**src/rtl/shift_unit_seq.sv**
```systemverilog
// -----------------------------------------------------------------------------
// shift_unit_seq
//   Multi-cycle shift unit for the execute path. It performs SLL, SRL and SRA
//   (plus ROTR when enabled) by a run-time amount, moving at most STEP
//   bit-positions per clock. The control FSM drives it with a start/done
//   handshake.
//
//   Optional feature macro: SHIFT_ROTATE_EN
//     defined   -> op=11 rotates right by shamt.
//     undefined -> op=11 passes data_in through with shamt=0 latency, and no
//                  rotate datapath is built.
//
//   Parameters
//     WIDTH    data width (power of two, >= 4)
//     STEP     maximum bit-positions shifted per clock (1..WIDTH)
//     SHAMT_W  shift-amount width, derived from WIDTH (do not override)
//
//   Ports
//     clk      rising-edge clock
//     rst      synchronous active-high reset
//     start    request, sampled only while busy=0
//     op       00 SLL, 01 SRL, 10 SRA, 11 ROTR / no-op
//     data_in  operand, latched on an accepted start
//     shamt    shift amount, latched on an accepted start
//     busy     high while a shift is in progress
//     done     one-cycle pulse, result valid
//     result   shifted value, held until the next accepted start or rst
//
//   state   | meaning
//   --------+-----------------------------------------------------------------
//   S_IDLE  | waiting for start; busy=0, done=0
//   S_SHIFT | shifting up to STEP positions per clock; busy=1
//   S_DONE  | one-cycle done pulse; a start here is accepted like in S_IDLE
// -----------------------------------------------------------------------------
module shift_unit_seq #(
  parameter int WIDTH   = 32,
  parameter int STEP    = 1,
  parameter int SHAMT_W = $clog2(WIDTH)
) (
  input  logic               clk,
  input  logic               rst,
  input  logic               start,
  input  logic [1:0]         op,
  input  logic [WIDTH-1:0]   data_in,
  input  logic [SHAMT_W-1:0] shamt,
  output logic               busy,
  output logic               done,
  output logic [WIDTH-1:0]   result
);

  typedef enum logic [1:0] {
    S_IDLE  = 2'd0,
    S_SHIFT = 2'd1,
    S_DONE  = 2'd2
  } state_t;

  localparam logic [1:0] OP_SLL  = 2'b00;
  localparam logic [1:0] OP_SRL  = 2'b01;
  localparam logic [1:0] OP_SRA  = 2'b10;
  localparam logic [1:0] OP_ROTR = 2'b11;

  // STEP may equal WIDTH, which does not fit in SHAMT_W bits, so the
  // per-clock step limit is compared one bit wider than the counter.
  localparam logic [SHAMT_W:0] STEP_W = (SHAMT_W+1)'(STEP);

  state_t             state_q, state_d;
  logic [1:0]         op_q, op_d;
  logic [SHAMT_W-1:0] rem_q, rem_d;
  logic [WIDTH-1:0]   result_q, result_d;
  logic               busy_q, busy_d;
  logic               done_q, done_d;

  logic [SHAMT_W-1:0] step_k;
  logic [WIDTH-1:0]   shifted;

  // Positions to move this clock: min(STEP, remaining). When remaining is
  // not below STEP, STEP is at most WIDTH-1 and so fits the counter width.
  always_comb begin
    step_k = '0;
    if ({1'b0, rem_q} < STEP_W) begin
      step_k = rem_q;
    end else begin
      step_k = STEP_W[SHAMT_W-1:0];
    end
  end

  // SRA keeps the MSB on every step, so the operand's sign bit is what
  // fills in on each partial shift.
  always_comb begin
    shifted = result_q;
    case (op_q)
      OP_SLL:  shifted = result_q << step_k;
      OP_SRL:  shifted = result_q >> step_k;
      OP_SRA:  shifted = WIDTH'($signed(result_q) >>> step_k);
`ifdef SHIFT_ROTATE_EN
      // A left shift by WIDTH yields zero, so step_k=0 is a clean no-op.
      OP_ROTR: shifted = (result_q >> step_k) |
                         (result_q << (WIDTH - int'(step_k)));
`else
      OP_ROTR: shifted = result_q;
`endif
      default: shifted = result_q;
    endcase
  end

  always_comb begin
    state_d  = state_q;
    op_d     = op_q;
    rem_d    = rem_q;
    result_d = result_q;
    busy_d   = 1'b0;
    done_d   = 1'b0;

    case (state_q)
      S_IDLE, S_DONE: begin
        if (start) begin
          state_d  = S_SHIFT;
          op_d     = op;
          result_d = data_in;
          busy_d   = 1'b1;
`ifdef SHIFT_ROTATE_EN
          rem_d    = shamt;
`else
          // Without rotate support op=11 is a pass-through with the
          // latency of a zero-length shift.
          rem_d    = (op == OP_ROTR) ? '0 : shamt;
`endif
        end else begin
          state_d = S_IDLE;
        end
      end

      S_SHIFT: begin
        result_d = shifted;
        rem_d    = rem_q - step_k;
        if (rem_d == '0) begin
          state_d = S_DONE;
          done_d  = 1'b1;
        end else begin
          busy_d  = 1'b1;
        end
      end

      default: begin
        state_d = S_IDLE;
      end
    endcase
  end

  always_ff @(posedge clk) begin
    if (rst) begin
      state_q  <= S_IDLE;
      op_q     <= OP_SLL;
      rem_q    <= '0;
      result_q <= '0;
      busy_q   <= 1'b0;
      done_q   <= 1'b0;
    end else begin
      state_q  <= state_d;
      op_q     <= op_d;
      rem_q    <= rem_d;
      result_q <= result_d;
      busy_q   <= busy_d;
      done_q   <= done_d;
    end
  end

  assign busy   = busy_q;
  assign done   = done_q;
  assign result = result_q;

endmodule
```
**config.mk**
```make
export PLATFORM = sky130hd
export DESIGN_NAME = shift_unit_seq
export DESIGN_NICKNAME = d
export VERILOG_FILES = /design/src/rtl/shift_unit_seq.sv
export SDC_FILE = /design/constraint.sdc
export NUM_CORES = 1
export LEC_CHECK = 0
export ABC_AREA = 1
export BUFFER_PORTS_ARGS = -buffer_cell sky130_fd_sc_hd__buf_2
export CORE_MARGIN = 2
export CORE_UTILIZATION = 54
export CTS_BUF_LIST = sky130_fd_sc_hd__clkbuf_4
export DETAILED_ROUTE_END_ITERATION = 6
export PLACE_DENSITY = 0.81
export RECOVER_POWER = 100
export SLEW_MARGIN = 20
export SYNTH_ARGS = -nofsm -noshare
export SYNTH_HDL_FRONTEND = slang
export SYNTH_SLANG_ARGS = --single-unit
```
**constraint.sdc**
```tcl
create_clock -name clk -period 2.5 [get_ports clk]
set_input_delay 0.125 -clock clk [delete_from_list [all_inputs] [get_ports clk]]
set_output_delay 0.125 -clock clk [all_outputs]
set_load 0.1 [all_outputs]
```
==> flow_metrics.env <==
export IMPL_first_pass_iters=5
export IMPL_min_period_ps=2078
export IMPL_synthFlopType="dfxtp_1"
export IMPL_async_flop_share=0
export IMPL_cts_buffers=5
export IMPL_synth_cells=506
export IMPL_path_cells="inv_1 -> nor2_1 -> clkbuf_2 -> nand3_1 -> nand2_1 -> nor2_1 -> nand2_1 -> a21oi_1"
export IMPL_finalClockSkew_ps=15.01
export IMPL_wl_per_cell_um=12.89
export IMPL_yosysMostFrequentCell="nand2_1"
export IMPL_fin_cells=635
export IMPL_crit_path_start_kind="register"
export IMPL_regArea_sq_um=860.8
export IMPL_cts_tree="yes"
export IMPL_routed_via_count=3497
export IMPL_post_place_ws_ps=652.6
export IMPL_dieArea_sq_um=6098
export IMPL_clock_path_buffers=2
export IMPL_status="finished clean"
export IMPL_path_buf_inv=2
export IMPL_ant_nets=0
export IMPL_hold_path_class="in2reg"
export IMPL_relSlewSlack=0.2066
export IMPL_setup_ws_ps=421.6
export IMPL_area_growth_synth_to_final_pct=14.61
export IMPL_cts_hold_buf=0
export IMPL_period_share=0.8314
export IMPL_cts_resized=0
export IMPL_io_pin_count=76
export IMPL_crit_path_start="state_q[0]"
export IMPL_min_from="data_in[2]"
export IMPL_grt_pass1_wl_mm=13.43
export IMPL_clk_latency_ps=370
export IMPL_fillers=527
export IMPL_setup_viol=0
export IMPL_synth_avg_cell_area_sq_um=5.858
export IMPL_yosysSeqAreaShare=0.2904
export IMPL_cp_max_fo=52
export IMPL_fp_dieH_um=78.09
export IMPL_synth_cell_types=25
export IMPL_fmax_mhz=481.1
export IMPL_h_tree_depth=2
export IMPL_yosys_area_top_type_share=0.2904
export IMPL_fp_row_count=26
export IMPL_drtIter0Drc=311
export IMPL_ys_warn_count=0
export IMPL_grt_use_total=0.2634
export IMPL_crit_arrival_ps=2300
export IMPL_vias_per_cell=5.507
export IMPL_rsz0062_at_grt="false"
export IMPL_cp_required_ps=2720
export IMPL_hold_viol_final=0
export IMPL_final_nets=610
export IMPL_crit_type="reg2reg"
export IMPL_fin_tns_setup_ps=0
export IMPL_yosys_register_bits=43
export IMPL_clockRootBuffer="clkbuf_4"
export IMPL_die_w_um=78.09
export IMPL_path_clk_slew_ps=140
export IMPL_maxCapViolations=0
export IMPL_clock_sinks=43
export IMPL_syn_area_sq_um=2964
export IMPL_final_max_slew_viol_count=0
export IMPL_worst_slew_pin_slew_ps=1195
export IMPL_post_cts_setup_buffers=0
export IMPL_wl_mm=8.183
export IMPL_grt_max_degree=53
export IMPL_diodes=0
export IMPL_placed_cells=627
export IMPL_coreArea_sq_um=5205
export IMPL_port_buffers=75
export IMPL_synth_area_leader_cell="dfxtp_1"
export IMPL_initial_core_util=0.5695
export IMPL_synth_net_count=552
export IMPL_cp_end_kind="register"
export IMPL_antenna_found_initial=0
export IMPL_synthTopCellsByArea="dfxtp_1 (29%), nand2_1 (16%), a21oi_1 (9.8%), nor2_1 (7.9%), inv_1 (7.7%)"
export IMPL_cp_slowest_stage_delay_ps=820
export IMPL_synth_edf_count=0
export IMPL_multi_input_area_sq_um=1705
export IMPL_crit_family="buffers and inverters"
export IMPL_slowest_stage="clkbuf_2"
export IMPL_hpwlAfterDp_mm=5.326
export IMPL_gp_congestion=0.8262
export IMPL_netlist_top_cells_count="nand2_1 (124), nor2_1 (62), inv_1 (61)"
export IMPL_timing_hold_ws_ps=22.70
export IMPL_first_global_vias=3065
export IMPL_layout_drive_gt1_share=0.1133
export IMPL_grt_overflow=0
export IMPL_route_detailed_drc=0
export IMPL_reg2reg_from="state_q[0]"
cells in the final DEF (no fill, tap or decap), types with 2 or more instances in the layout:
cell / n
a31oi_1: 2
nand4_1: 27
a21oi_1: 58
nand3_1: 40
nor2_1: 64
o211ai_1: 2
clkbuf_4: 6
nand2_1: 124
inv_1: 62
clkbuf_1: 35
buf_2: 40
buf_4: 8
dfxtp_1: 43
ha_1: 4
bufinv_16: 2
o21ai_0: 37
clkbuf_2: 2
registers in the layout (all words and copies together) (netlist names):
signal	flops
busy	1
rem_q	5
op_q	2
result	32
done	1
state_q	2
layer usage:
metal | routed length [um] | GRT usage
met1 | 3564 | 0.3446
met2 | 3923 | 0.4414
met3 | 577 | 0.04483
met4 | 117 | 0.08772
met5 | 0 | 0
path summary, 6_finish.rpt:
kind                                    to  slack [ps]  cells after the start
worst max-delay path            result[30]         420                      8
worst min-delay path             result[2]          20                      3
worst max register to register  result[30]         420                      8
worst min register to register    rem_q[0]         510                      2
final cells by class:
cell class | count | area share
sequential | 43 | 0.2534
inverter | 63 | 0.06961
timing repair buffer | 85 | 0.1182
clock inverter | 2 | 0.01768
tap | 70 | 0.02578
multi-input combinational | 366 | 0.5020
clock buffer | 6 | 0.01326
cells by family after synthesis:
logic type               Yosys count  share of synthesized area
AO/OA/AOI/OAI                    102                     0.1798
adder cells (fa/ha/maj)            4                    0.01689
flip-flops                        43                     0.2904
XOR/XNOR                           1                   0.002955
buffers and inverters             97                     0.1309
AND/OR/NAND/NOR                  259                     0.3791
worst reg2reg max path: stages (launching register included):
cell and delay, ps:
dfxtp_1 340, inv_1 50, nor2_1 140, clkbuf_2 820
nand3_1 290, nand2_1 150, nor2_1 50, nand2_1 60
a21oi_1 50
per-stage QoR:
step | cell area, sq um | util
3_5_place_dp | 3351 | 0.6438
4_1_cts | 3456 | 0.6639
2_1_floorplan | 2964 | -
5_1_grt | 3397 | 0.6526
6_report | 3397 | 0.6526
3_3_place_gp | 3351 | 0.6438
Power is left out: the tool's default activity adds up to more than one toggle a clock period on the data nets, which glitch-free logic cannot reach.
